===== src/rtl/sound_pkg.sv =====
// rtl/sound_pkg.sv - shared sample/address widths and echo FSM states
package sound_pkg;
  localparam int SAMPLE_W_DEF = 24;
  localparam int ADDR_W_DEF   = 12;

  typedef enum logic [1:0] {
    IDLE = 2'd0,
    RD   = 2'd1,
    WT   = 2'd2,
    WR   = 2'd3
  } echo_state_e;
endpackage


===== src/rtl/echo_mix.sv =====
// rtl/echo_mix.sv - combinational dry/wet mixer
// Halving each operand before summing keeps the result inside SAMPLE_W.
module echo_mix
  import sound_pkg::*;
#(
  parameter int SAMPLE_W = SAMPLE_W_DEF
) (
  input  logic                on_i,
  input  logic [SAMPLE_W-1:0] dry_i,
  input  logic [SAMPLE_W-1:0] wet_i,
  output logic [SAMPLE_W-1:0] mix_o
);
  logic signed [SAMPLE_W-1:0] half_dry;
  logic signed [SAMPLE_W-1:0] half_wet;

  always_comb begin
    half_dry = $signed(dry_i) >>> 1;
    half_wet = $signed(wet_i) >>> 1;
    if (on_i) mix_o = SAMPLE_W'(half_dry + half_wet);
    else      mix_o = dry_i;
  end
endmodule


===== src/rtl/echo_ctrl.sv =====
// rtl/echo_ctrl.sv - echo controller driving an external single-port delay RAM
// One sample per IDLE->RD->WT->WR pass: read the delayed tap, then write the new sample.
module echo_ctrl
  import sound_pkg::*;
#(
  parameter int SAMPLE_W = SAMPLE_W_DEF,
  parameter int ADDR_W   = ADDR_W_DEF
) (
  input  logic                clk,
  input  logic                reset,
  input  logic [SAMPLE_W-1:0] in_data,
  input  logic                wren,
  input  logic                on,
  input  logic [ADDR_W-1:0]   cfg_delay,
  input  logic                cfg_load,
  output logic [ADDR_W-1:0]   mem_addr,
  output logic                mem_we,
  output logic [SAMPLE_W-1:0] mem_wdata,
  input  logic [SAMPLE_W-1:0] mem_rdata,
  output logic [SAMPLE_W-1:0] out_data,
  output logic                out_valid,
  output logic                overrun
);
  localparam logic [ADDR_W:0] FILL_MAX = {1'b1, {ADDR_W{1'b0}}};

  echo_state_e         state_q, state_d;
  logic [ADDR_W-1:0]   wr_ptr_q, wr_ptr_d;
  logic [ADDR_W-1:0]   delay_q, delay_d;
  logic [ADDR_W-1:0]   pend_q, pend_d;
  logic                pend_vld_q, pend_vld_d;
  logic [ADDR_W:0]     fill_q, fill_d;
  logic [SAMPLE_W-1:0] sample_q, sample_d;
  logic [SAMPLE_W-1:0] delayed_q, delayed_d;
  logic [SAMPLE_W-1:0] out_data_q, out_data_d;
  logic                out_valid_q, out_valid_d;
  logic                overrun_q, overrun_d;
  logic [ADDR_W:0]     eff_delay;
  logic [SAMPLE_W-1:0] mix;

  // A zero delay code means the full memory depth.
  assign eff_delay = {delay_q == '0, delay_q};

  echo_mix #(.SAMPLE_W(SAMPLE_W)) u_mix (
    .on_i  (on),
    .dry_i (sample_q),
    .wet_i (delayed_q),
    .mix_o (mix)
  );

  always_ff @(posedge clk or negedge reset) begin
    if (!reset) begin
      state_q     <= IDLE;
      wr_ptr_q    <= '0;
      delay_q     <= '0;
      pend_q      <= '0;
      pend_vld_q  <= 1'b0;
      fill_q      <= '0;
      sample_q    <= '0;
      delayed_q   <= '0;
      out_data_q  <= '0;
      out_valid_q <= 1'b0;
      overrun_q   <= 1'b0;
    end else begin
      state_q     <= state_d;
      wr_ptr_q    <= wr_ptr_d;
      delay_q     <= delay_d;
      pend_q      <= pend_d;
      pend_vld_q  <= pend_vld_d;
      fill_q      <= fill_d;
      sample_q    <= sample_d;
      delayed_q   <= delayed_d;
      out_data_q  <= out_data_d;
      out_valid_q <= out_valid_d;
      overrun_q   <= overrun_d;
    end
  end

  always_comb begin
    state_d     = state_q;
    wr_ptr_d    = wr_ptr_q;
    delay_d     = delay_q;
    pend_d      = pend_q;
    pend_vld_d  = pend_vld_q;
    fill_d      = fill_q;
    sample_d    = sample_q;
    delayed_d   = delayed_q;
    out_data_d  = out_data_q;
    out_valid_d = 1'b0;
    overrun_d   = overrun_q;
    mem_addr    = wr_ptr_q;
    mem_we      = 1'b0;
    mem_wdata   = '0;

    if (cfg_load) begin
      pend_d     = cfg_delay;
      pend_vld_d = 1'b1;
    end
    if (wren && state_q != IDLE) overrun_d = 1'b1;

    case (state_q)
      IDLE: begin
        if (wren) begin
          sample_d = in_data;
          state_d  = RD;
          // A same-cycle load takes effect on this very sample.
          if (cfg_load) begin
            delay_d    = cfg_delay;
            fill_d     = '0;
            pend_vld_d = 1'b0;
          end else if (pend_vld_q) begin
            delay_d    = pend_q;
            fill_d     = '0;
            pend_vld_d = 1'b0;
          end
        end
      end
      RD: begin
        mem_addr = wr_ptr_q - delay_q;
        state_d  = WT;
      end
      WT: begin
        delayed_d = (fill_q < eff_delay) ? '0 : mem_rdata;
        state_d   = WR;
      end
      WR: begin
        mem_we      = 1'b1;
        mem_wdata   = sample_q;
        wr_ptr_d    = wr_ptr_q + 1'b1;
        out_data_d  = mix;
        out_valid_d = 1'b1;
        if (fill_q != FILL_MAX) fill_d = fill_q + 1'b1;
        state_d     = IDLE;
      end
      default: state_d = IDLE;
    endcase
  end

  assign out_data  = out_data_q;
  assign out_valid = out_valid_q;
  assign overrun   = overrun_q;
endmodule


===== config.mk =====
export PLATFORM = sky130hd
export DESIGN_NAME = echo_ctrl
export DESIGN_NICKNAME = d
export VERILOG_FILES = /design/src/rtl/sound_pkg.sv /design/src/rtl/echo_mix.sv /design/src/rtl/echo_ctrl.sv
export SDC_FILE = /design/constraint.sdc
export NUM_CORES = 1
export LEC_CHECK = 0
export CAP_MARGIN = 0
export CORE_ASPECT_RATIO = 2
export CORE_UTILIZATION = 54
export DETAILED_ROUTE_END_ITERATION = 6
export GPL_TIMING_DRIVEN = 1
export PLACE_DENSITY = 0.9
export SYNTH_ARGS = -nofsm -noshare
export SYNTH_HDL_FRONTEND = slang
export SYNTH_SLANG_ARGS = --single-unit

===== constraint.sdc =====
create_clock -name clk -period 3.7 [get_ports clk]
set_input_delay 0.74 -clock clk [delete_from_list [all_inputs] [get_ports clk]]
set_output_delay 0.74 -clock clk [all_outputs]
set_load 0.01 [all_outputs]

Word-level counts from Yosys, hierarchy flattened
Cells that the tools add are included.

Register bits after elaboration: 126. Input port bits: 65.

Add/subtract/negate cells: 4. $lt $le $gt $ge: 1. Equality and inequality tests: 7. Mux-type cells: 19. Reductions and logical operators: 9.

Operators by type and width (number): two-way mux 24 bit (3); two-way mux 13 bit (4); two-way mux 12 bit (3); case mux 13 bit (2 select lines) (1); adder 23 x 23 -> 24 bit (1); adder 13 x 1 -> 13 bit, second input constant (1); < comparator 13 bit (1); inequality test 13 bit, second input constant (1); adder 12 x 1 -> 12 bit, second input constant (1); zero test 12 bit (1); subtractor 12 bit (1); case mux 2 bit (4 select lines) (1); two-way mux 1 bit (6); nonzero test 2 bit (3); equality test 2 bit, second input constant (2); inequality test 2 bit, second input constant (2); AND reduction 4 bit (1); inequality test 3 bit, second input constant (1); AND reduction 3 bit (1); equality test 2 x 1 -> 1 bit, second input constant (1); zero test 2 bit (1); two-way mux 2 bit (1); AND reduction 2 bit (1); logical AND 1 bit (1).

Depth between registers and ports, before layout
Word-level depth: 5. Mapped depth: 10. Depth with buffers taken out: 10.

Hierarchy
Synthesis repeated with hierarchy kept, for this count alone.

Cell total of the unflattened synthesis: 771. Area total of the unflattened synthesis: 7704.9 um2.

Modules (own cells, without submodules): echo_ctrl (times used 1, cells an instance 561, area an instance 6211.0 um2, seq. area each 3153.0 um2); echo_mix (times used 1, cells an instance 210, area an instance 1493.9 um2, seq. area each 0.0 um2).

Worst setup path before layout
OpenSTA, ideal clock, no wires.

Kind: register -> output. Start point: register wr_ptr_q[0]. End point: output port mem_addr[8]. Data arrival time: 2.204 ns. Slack: 0.756 ns. Stages on the path, launching flop included: 11. Buffers on the path: 0. Cells stage by stage: dfrtp_1 inv_1 ha_1 fa_1 nor2b_1 o21ai_1 a21boi_0 o311a_1 o21a_1 nor3_1 o31ai_1.

Cells in the longest elaborated chain, start to end: 2.

RTL lines: from (decl) (line echo_ctrl.sv:27) `logic [ADDR_W-1:0] wr_ptr_q, wr_ptr_d;`; from (signal assigned) (line echo_ctrl.sv:65) `wr_ptr_q <= wr_ptr_d;`; subtractor 12 bit (line echo_ctrl.sv:118) `mem_addr = wr_ptr_q - delay_q;`; two-way mux 12 bit (line echo_ctrl.sv:100) `case (state_q)`; to (decl) (line echo_ctrl.sv:16) `output logic [ADDR_W-1:0] mem_addr,`.

Every way passes these cells.

Final worst setup path
Start point: register delay_q[1]. End point: output port mem_addr[11].

Cells in the longest elaborated chain, start to end: 2.

RTL lines: from (decl) (line echo_ctrl.sv:28) `logic [ADDR_W-1:0] delay_q, delay_d;`; from (signal assigned) (line echo_ctrl.sv:66) `delay_q <= delay_d;`; subtractor 12 bit (line echo_ctrl.sv:118); two-way mux 12 bit (line echo_ctrl.sv:100).

Every way passes these cells.

==> flow_metrics.env <==
export IMPL_use_met3=0.0600
export IMPL_synth_area_top_cells="dfrtp_1, ha_1, mux2_2"
export IMPL_fp_dieH_um=168
export IMPL_grt_busiest_layer="met2"
export IMPL_wire_per_inst_um=20.0
export IMPL_hp_class="in2async"
export IMPL_max_slew_margin=0.464
export IMPL_critPathKind="reg2out"
export IMPL_fin_skew_ns=0.00844
export IMPL_hpwl_mm=14.6
export IMPL_setup_viol=0
export IMPL_ant_nets=0
export IMPL_multi_input_area_mm2=0.00414
export IMPL_regArea_mm2=0.00313
export IMPL_ios=128
export IMPL_n_fill_cell=924
export IMPL_syn2layout_area_growth_pct=29.1
export IMPL_pre_cts_ws_ns=0.103
export IMPL_synth_area_mm2=0.00748
export IMPL_grtUsageTotal=0.302
export IMPL_fmax_mhz=274
export IMPL_hold_viol_final=0
export IMPL_ir_worst_vdd_v=0.000483
export IMPL_cts_hold_buf=0
export IMPL_maxCapViolations=0
export IMPL_clock_sinks=125
export IMPL_post_route_period_util=0.988
export IMPL_gp_congestion=0.921
export IMPL_cts_buffers=17
export IMPL_p_leak_nw=4.47
export IMPL_slowest_stage="o311a_1"
export IMPL_syn_area_per_cell_um2=9.90
export IMPL_portBuffers=126
export IMPL_r2r_start="sample_q[1]$_DFFE_PN0P_"
export IMPL_outcome="finished, violations left"
export IMPL_fin_ws_ns=0.0453
export IMPL_cts_tree="built"
export IMPL_initial_utilization=0.554
export IMPL_via_count=6488
export IMPL_critical_path_arrival_ns=2.91
export IMPL_crit_chain="inv_2 -> ha_1 -> nor2b_2 -> o31a_1 -> nor4_4 -> o311a_1 -> a21oi_1 -> mux2i_1 -> xor2_1 -> dlygate4sd2_1"
export IMPL_grt_max_degree=83
export IMPL_wirelength_mm=21.3
export IMPL_fin_util=0.715
export IMPL_yosysTopAreaCell="dfrtp_1"
export IMPL_dp_cells=1021
export IMPL_drc=5
export IMPL_dieArea_mm2=0.0144
export IMPL_end_kind="output pin"
export IMPL_synth_edf_count=0
export IMPL_violations="design-rule violations"
export IMPL_cpPeakStageDelay_ns=0.40
export IMPL_core_mm2=0.0135
export IMPL_fin_tns_setup_ns=0
export IMPL_grt_pass1_wl_mm=32.9
export IMPL_overflow=0
export IMPL_first_global_vias=6764
export IMPL_synth_nets=876
export IMPL_die_w_um=85.2
export IMPL_drive_above_1_share=0.143
export IMPL_ys_ff_latch=125
export IMPL_yosysSeqAreaShare=0.418
export IMPL_antenna_found_initial=1
export IMPL_insertion_delay_ns=0.42
export IMPL_critPathRequiredTime_ns=2.96
export IMPL_stdcell_count=1062
export IMPL_clk_pin_slew_worst_paths_ns=0.06
export IMPL_worst_pin_slew_ns=0.805
export IMPL_clk_path_buf_depth=2
export IMPL_regToRegSetupSlack_ns=1.00
export IMPL_synthCells=756
export IMPL_synth_most_common_cell="dfrtp_1"
export IMPL_ys_flop_type="dfrtp_1"
export IMPL_worst_path_buf_inv=2
export IMPL_nNetsFinal=1013
export IMPL_r2r_cells=10
export IMPL_synth_async_sr_flop_share=1.00
export IMPL_critPathLaunchType="flip-flop"
export IMPL_htree_levels=4
export IMPL_synth_top_area_frac=0.418
export IMPL_met1_usage=0.280
export IMPL_first_iter_violations=350
export IMPL_worst_r2r_endpoint="out_data[14]$_DFFE_PN0P_"
export IMPL_use_met2=0.574
export IMPL_crit_fanout=3
export IMPL_cts_root_buf="clkbuf_16"
export IMPL_powerDensity_mw_per_mm2=899
export IMPL_min_period_ns=3.65
export IMPL_yosysWarnings=0
export IMPL_rows=60
export IMPL_final_max_slew_violation_count=0
export IMPL_avgViaCountPerCell=6.11
export IMPL_cp_top_family="compound AO/OA/AOI/OAI gates"
export IMPL_synth_common_cells="dfrtp_1, nor2_1, a21oi_1, ha_1"
export IMPL_dr_pass1_iters=7
export IMPL_synth_cell_type_count=62
-- registers in the layout, summed over array words and instances, names as in the netlist --
| signal | cells |
|---|---|
| out_data | 24 |
| sample_q | 24 |
| delayed_q | 23 |
| fill_q | 13 |
| delay_q | 12 |
| pend_q | 12 |
| wr_ptr_q | 12 |
| state_q | 2 |
| out_valid | 1 |
| overrun | 1 |
| pend_vld_q | 1 |
-- timing repair --
item                                    CTS  global route
pin swaps                                 5             4
buffers inserted                          7             1
endpoints found under the setup margin    6             8
gates resized for setup                  14            15
-- area by class of cell --
cell class,count,share of cell area
flip-flops and latches,125,0.324
inverters,39,0.0152
well taps,155,0.0201
repair buffers,147,0.148
multi-input cells,563,0.429
clock buffers,20,0.0452
clock inverters,12,0.0176
diodes,1,0.000259
-- layer usage --
layer  wire [µm]  up-vias
li1            -     2939
met1        6910     3108
met2       11900      328
met3        1090      113
met4        1430        0
met5           0        -
-- power by group --
part           total [mW]  internal [mW]  switching (mW)
Sequential           2.29           1.87           0.421
Combinational        4.67           2.15            2.51
Clock                1.73           1.12           0.609
-- worst register-to-register path, stage by stage, from the launching register on --
cell and delay [ns]:
dfrtp_1 0.41, ha_1 0.22, inv_1 0.08, fa_1 0.41, nand2b_1 0.19, a21oi_1 0.28, o21a_1 0.25, o31ai_4 0.10
o21ai_0 0.29, xnor2_1 0.19, o221ai_1 0.13
-- through the flow --
step | power (mW) | instance area [µm²] | hold slack (ns)
after floorplan | 5.07 | 7480 | 0.444
after global placement | 6.47 | 8920 | 0.440
after detailed placement | 6.63 | 8920 | 0.446
after CTS | 8.54 | 9590 | 0.366
after global routing | 9.19 | 9660 | 0.394
final | 8.68 | 9660 | 0.345
-- worst max path at each step --
stage	start	to	slack [ns]	depth (start not counted)
after CTS	delay_q[1]$_DFFE_PN0P_	mem_addr[9]	0.01	9
final	delay_q[1]$_DFFE_PN0P_	mem_addr[11]	0.05	10
after global placement	wr_ptr_q[0]$_DFFE_PN0P_	mem_addr[10]	0.22	11
after global routing	delay_q[1]$_DFFE_PN0P_	mem_addr[7]	-0.03	10
after floorplan	wr_ptr_q[0]$_DFFE_PN0P_	mem_addr[8]	0.76	10
after detailed placement	wr_ptr_q[0]$_DFFE_PN0P_	mem_addr[10]	0.10	11
-- cells in the final DEF (no fill, tap or decap), drive strengths merged, types with 3 or more instances in the layout --
cell,Yosys,final
dfrtp,125,125
clkdlybuf4s50,0,119
nor2,82,82
a21oi,57,57
ha,53,53
mux2,44,44
nand2,44,44
inv,39,39
mux2i,35,35
o21ai,26,26
xnor2,25,25
and2,24,24
buf,8,23
a21o,22,22
clkbuf,21,21
nand3,20,20
xor2,14,14
nor3,13,13
and3,11,11
o21a,10,10
nand4,9,9
o31ai,8,8
nand3b,7,7
clkinv,0,7
o221ai,5,5
nor4,5,5
nor2b,5,5
bufinv,0,4
o211ai,4,4
or3,4,4
nand2b,3,3
a221oi,3,3
a22oi,3,3
a211oi,3,3
-- logic make-up (layout without fill, tap and decap cells) --
group           after synthesis  in the layout  synth area share
compound gates              158            158             0.140
xor+xnor                     39             39            0.0457
fa+ha+maj                    55             55            0.0940
buf+inv                      68            218            0.0386
flops                       125            125             0.418
mux                          79             79             0.113
other cells                   0              1                 0
simple gates                232            232             0.150
Note: power is estimated with default switching activity, not from simulation.
